`src/rtl/cpu_pkg.sv`:
```
// Shared constants for the fetch front end: fetch FSM state encoding,
// instruction memory depth and the program counter start address.
// No ports; imported by fetch_sequencer and its helpers.
package cpu_pkg;

  localparam int          IMEM_DEPTH = 128;
  localparam logic [15:0] RESET_PC   = 16'h0000;

  // Fetch FSM encoding, also visible to software through state_o.
  localparam logic [1:0] FS_IDLE = 2'd0;
  localparam logic [1:0] FS_LOAD = 2'd1;
  localparam logic [1:0] FS_RUN  = 2'd2;
  localparam logic [1:0] FS_HALT = 2'd3;

endpackage

```
`src/rtl/fetch_perf_cnt.sv`:
```
// Two 16-bit saturating event counters for the fetch stage: decoded-instruction
// handshakes (fetch_i) and decode-stall cycles (stall_i). clr_i zeroes both.
// Ports: clk, rst (async active-low), clr_i, fetch_i, stall_i, perf_fetch_o, perf_stall_o.
module fetch_perf_cnt (
  input  logic        clk,
  input  logic        rst,
  input  logic        clr_i,
  input  logic        fetch_i,
  input  logic        stall_i,
  output logic [15:0] perf_fetch_o,
  output logic [15:0] perf_stall_o
);

  logic [15:0] fetch_q;
  logic [15:0] stall_q;

  always_ff @(posedge clk or negedge rst) begin
    if (!rst) begin
      fetch_q <= 16'h0000;
      stall_q <= 16'h0000;
    end else if (clr_i) begin
      fetch_q <= 16'h0000;
      stall_q <= 16'h0000;
    end else begin
      if (fetch_i && (fetch_q != 16'hFFFF)) fetch_q <= fetch_q + 16'd1;
      if (stall_i && (stall_q != 16'hFFFF)) stall_q <= stall_q + 16'd1;
    end
  end

  assign perf_fetch_o = fetch_q;
  assign perf_stall_o = stall_q;

endmodule

```
`src/rtl/fetch_sequencer.sv`:
```
// Instruction fetch sequencer: owns the PC, drives the instruction memory read
// address, hands one registered instruction per handshake to decode, redirects on
// branches and lets a host loader write the memory while fetch is stopped.
// Ports: clk/rst (async active-low); start/halt_req control; ld_* loader port;
// imem_* memory ports; if_*/id_ready decode handshake; br_* redirect; state_o, fault.
// Optional FETCH_PERF_EN macro adds perf_fetch/perf_stall counter outputs.
module fetch_sequencer
  import cpu_pkg::*;
#(
  parameter int                ADDR_W   = 16,
  parameter int                INSTR_W  = 16,
  parameter int                DEPTH    = IMEM_DEPTH,
  parameter logic [ADDR_W-1:0] RESET_PC = ADDR_W'(cpu_pkg::RESET_PC)
) (
  input  logic               clk,
  input  logic               rst,
  input  logic               start,
  input  logic               halt_req,
  input  logic               ld_valid,
  input  logic               ld_last,
  input  logic [ADDR_W-1:0]  ld_addr,
  input  logic [INSTR_W-1:0] ld_data,
  output logic               ld_ready,
  output logic [ADDR_W-1:0]  imem_addr,
  input  logic [INSTR_W-1:0] imem_instr,
  output logic               imem_we,
  output logic [ADDR_W-1:0]  imem_waddr,
  output logic [INSTR_W-1:0] imem_wdata,
  output logic               if_valid,
  output logic [INSTR_W-1:0] if_instr,
  output logic [ADDR_W-1:0]  if_pc,
  input  logic               id_ready,
  input  logic               br_taken,
  input  logic [ADDR_W-1:0]  br_target,
  output logic [1:0]         state_o,
  output logic               fault
`ifdef FETCH_PERF_EN
  ,
  output logic [15:0]        perf_fetch,
  output logic [15:0]        perf_stall
`endif
);

  // One extra bit so the range checks also work when DEPTH == 2**ADDR_W.
  localparam logic [ADDR_W:0]   DEPTH_X = (ADDR_W+1)'(DEPTH);
  localparam logic [ADDR_W-1:0] LAST_PC = ADDR_W'(DEPTH - 1);

  logic [1:0]         state_q, state_d;
  logic [ADDR_W-1:0]  pc_q, pc_d;
  logic               if_valid_q, if_valid_d;
  logic [INSTR_W-1:0] if_instr_q, if_instr_d;
  logic [ADDR_W-1:0]  if_pc_q, if_pc_d;
  logic               fault_q, fault_d;

  logic stopped;
  logic start_go;
  logic br_fault;
  logic end_fault;

  assign stopped   = (state_q == FS_IDLE) || (state_q == FS_HALT);
  // A loader word wins over start when both arrive while stopped.
  assign start_go  = stopped && !ld_valid && start;
  assign br_fault  = {1'b0, br_target} >= DEPTH_X;
  // Fetching the last valid word means the next PC would leave the memory.
  assign end_fault = pc_q >= LAST_PC;

  always_comb begin
    state_d    = state_q;
    pc_d       = pc_q;
    if_valid_d = if_valid_q;
    if_instr_d = if_instr_q;
    if_pc_d    = if_pc_q;
    fault_d    = fault_q;

    case (state_q)
      FS_IDLE, FS_HALT: begin
        // A word delivered just before a fault halt may still be pending; let decode drain it.
        if (if_valid_q && id_ready) if_valid_d = 1'b0;
        if (ld_valid) begin
          state_d    = FS_LOAD;
          if_valid_d = 1'b0;
        end else if (start) begin
          state_d    = FS_RUN;
          pc_d       = RESET_PC;
          fault_d    = 1'b0;
          if_valid_d = 1'b0;
        end
      end
      FS_LOAD: begin
        if (ld_valid && ld_last) state_d = FS_IDLE;
      end
      default: begin // FS_RUN
        if (halt_req) begin
          state_d    = FS_HALT;
          if_valid_d = 1'b0;
        end else if (br_taken) begin
          if_valid_d = 1'b0;
          if (br_fault) begin
            // Out-of-range target is never loaded so imem_addr stays inside the memory.
            fault_d = 1'b1;
            state_d = FS_HALT;
          end else begin
            pc_d = br_target;
          end
        end else if (!if_valid_q || id_ready) begin
          if_instr_d = imem_instr;
          if_pc_d    = pc_q;
          if_valid_d = 1'b1;
          if (end_fault) begin
            fault_d = 1'b1;
            state_d = FS_HALT;
          end else begin
            pc_d = pc_q + ADDR_W'(1);
          end
        end
      end
    endcase
  end

  always_ff @(posedge clk or negedge rst) begin
    if (!rst) begin
      state_q    <= FS_IDLE;
      pc_q       <= RESET_PC;
      if_valid_q <= 1'b0;
      if_instr_q <= '0;
      if_pc_q    <= '0;
      fault_q    <= 1'b0;
    end else begin
      state_q    <= state_d;
      pc_q       <= pc_d;
      if_valid_q <= if_valid_d;
      if_instr_q <= if_instr_d;
      if_pc_q    <= if_pc_d;
      fault_q    <= fault_d;
    end
  end

  // Loader words are always accepted in LOAD; out-of-range ones are simply not written.
  assign ld_ready   = (state_q == FS_LOAD) && ld_valid;
  assign imem_we    = ld_ready && ({1'b0, ld_addr} < DEPTH_X);
  assign imem_waddr = ld_addr;
  assign imem_wdata = ld_data;

  assign imem_addr = pc_q;
  assign if_valid  = if_valid_q;
  assign if_instr  = if_instr_q;
  assign if_pc     = if_pc_q;
  assign state_o   = state_q;
  assign fault     = fault_q;

`ifdef FETCH_PERF_EN
  fetch_perf_cnt u_perf (
    .clk          (clk),
    .rst          (rst),
    .clr_i        (start_go),
    .fetch_i      (if_valid_q && id_ready),
    .stall_i      ((state_q == FS_RUN) && if_valid_q && !id_ready),
    .perf_fetch_o (perf_fetch),
    .perf_stall_o (perf_stall)
  );
`endif

endmodule
```
`config.mk`:
```
export PLATFORM = sky130hd
export DESIGN_NAME = fetch_sequencer
export DESIGN_NICKNAME = d
export VERILOG_FILES = /design/src/rtl/cpu_pkg.sv /design/src/rtl/fetch_perf_cnt.sv /design/src/rtl/fetch_sequencer.sv
export SDC_FILE = /design/constraint.sdc
export NUM_CORES = 1
export LEC_CHECK = 0
export ABC_AREA = 1
export CAP_MARGIN = 30
export CORE_MARGIN = 8
export CORE_UTILIZATION = 35
export DETAILED_ROUTE_END_ITERATION = 16
export GPL_TIMING_DRIVEN = 1
export PLACE_DENSITY = 0.83
export SLEW_MARGIN = 30
export SYNTH_ARGS = -nofsm -noshare
export SYNTH_HDL_FRONTEND = slang
export SYNTH_SLANG_ARGS = --single-unit
```
`constraint.sdc`:
```
create_clock -name clk -period 4.5 [get_ports clk]
set_clock_uncertainty 0.2 [all_clocks]
set_input_delay 1.125 -clock clk [delete_from_list [all_inputs] [get_ports clk]]
set_output_delay 1.125 -clock clk [all_outputs]
set_load 0.05 [all_outputs]
```
==> run metrics <==
via count=2296; Finished Cell Area=3820 µm²; number of diodes=0; row count=32; area of the core=7650 µm²; CTS Buf Count=5; CTS tree=yes; post-synth cell types=29; final hold vios=0; GRT Overall Usage=13.0%; crit path DAT=2640 ps; RSZ-0062 raised after global routing=false; Final Core Density=49.9%; vias per std cell=4.67; clk root buf=clkbuf_8; H-tree depth=2; Power Density=732 nW/µm²; 1st-iter DRT viols=100; DR pass1 iterations=4; crit-path max FO=6; maxcap violations=0; final setup violation count=0; placed inst area=3690 µm²; hpwl dp=5.61 mm; CP required=3170 ps; clk_lat worst skew=300 ps; worst-margin pin slew=664 ps; clk slew on worst S/H paths=80 ps; status=complete, no violations; Pleak=1.72 nW; Max Fclk=0.252 GHz; largest net degree at the start of global routing=53; post-CTS setup buffers=0; Post-synth EDFFs=0; post-synthesis async set-or-reset flop share=100%; post-route ant nets=0; global route overflow=0; worst vdd ir=470 µV; # DRC=0; antenna violations before repair=0; hold crit path type=register to register; clk buf depth=2; port bufs=111; Setup TNS=0 ps; first-pass GRT wire length=11.8 mm; Synth Flop Type=dfrtp_1; Startpoint Class=input port; vias in the first global route=2433; WL per Instance=14.3 µm; Layout Nets=465; mapped cell area=2740 µm²; crit path time final=3960 ps; Yosys reg bits=52; Synth Warn #=0; Slew Viols, Final=0; Final Cycle Share=88.1%; final WL=7.04 mm; Top Ports=158; Crit Path Class=input port to output pin; sequential-to-total area share from yosys stat=47.5%; chip height=104 µm; hold buffers post-CTS=0; Mean Syn Cell Area=8.80 µm²; Die Width=104 µm; share of cells above drive strength 1=9.49%; initial core utilization=35.8%; Slew HR=55.7%; layout overhead on the synthesized area=39.5%; syn_nets=386; die area=10900 µm²; total clock sinks=52; Mapped Cells=311; CP Capture Type=output pin; GPL Wtd Cong=0.822; CTS resizes=0
==> per-layer routing <==
metal | vias to the layer above | GRT usage, % | wire length (µm)
met4 | 0 | 3.10 | 87
met5 | - | 0 | 0
met2 | 116 | 20.5 | 3100
li1 | 1114 | - | -
met1 | 1050 | 15.0 | 3040
met3 | 16 | 7.00 | 812
==> area by class of cell <==
cell class	count	area [µm²]
Clock buffer	5	68.8
Fill cell	704	3830
Tap cell	102	128
Multi-Input combinational cell	189	1030
Clock inverter	2	60.1
Inverter	31	124
Timing Repair Buffer	111	1110
Sequential cell	52	1300
==> final timing paths <==
path,slack [ps],end,depth (start not counted),start
max,540,ld_ready,4,ld_valid
min,290,if_pc[5],2,if_pc[5]
max reg2reg,2190,imem_addr[13],8,state_o[0]
min reg2reg,290,if_pc[5],2,if_pc[5]
max in group asynchronous,3040,if_pc[5],1,rst
min in group asynchronous,650,imem_addr[12],1,rst
==> cell families (layout without fill, tap and decap cells) <==
group | count (synthesis) | after routing | synth area share (%)
flip-flops | 52 | 52 | 47.5
buffers and inverters | 70 | 149 | 14.8
XOR/XNOR | 3 | 3 | 0.960
AND/OR/NAND/NOR | 139 | 139 | 22.4
multiplexers | 18 | 18 | 7.40
AO/OA/AOI/OAI | 26 | 26 | 5.53
adder cells (fa/ha/maj) | 3 | 3 | 1.37
==> through the flow <==
step	power, mW	hold WS (ps)	setup WS (ps)	instances
after global placement	2.42	268	547	485
after detailed placement	2.46	279	534	485
final	2.79	289	537	492
after global routing	2.96	319	441	492
after floorplan	1.95	549	282	311
after CTS	2.82	299	534	492
==> cells in the final DEF, fill, tap and decap left out, drive strengths merged, types with 3 or more instances in the layout <==
master,netlist,final
mux2,18,18
inv,31,31
nand3,20,20
clkbuf,2,5
nand4,5,5
xor2,3,3
nand2,77,77
ha,3,3
o21ai,19,19
a21oi,3,3
dfrtp,52,52
clkdlybuf4s50,0,109
nor2,31,31
==> critical path: stages <==
cell and delay, ps:
clkdlybuf4s50_1 560, nand2_1 90, inv_1 60, clkdlybuf4s50_1 800
==> flip-flops by register name, summed over array words and instances (netlist names) <==
signal / cells
if_valid: 1
if_pc: 16
state_o: 2
if_instr: 16
fault: 1
imem_addr: 16
==> synthesized netlist by cell type (2+ instances only) <==
cell,n,area share [%]
nor2_1,30,4.1
nor4_1,2,0.46
inv_1,28,3.8
inv_4,3,0.69
clkbuf_1,2,0.27
nand3_2,3,1.1
dfrtp_1,52,48
buf_2,3,0.55
buf_4,33,9.0
nand2_1,76,10
nand4_1,4,0.91
ha_1,3,1.4
nand3_1,17,3.1
a21oi_1,2,0.37
xor2_1,3,0.96
nor3_1,2,0.37
mux2_2,18,7.4
o21ai_0,19,3.5
==> power by group <==
group / internal, mW / switching [mW] / total [mW] / leakage (nW)
registers: 0.646 / 0.126 / 0.772 / 0.675
logic: 0.556 / 1.10 / 1.66 / 0.984
clock network: 0.219 / 0.144 / 0.362 / 0.0642
Power figures use the tool's default switching activity.
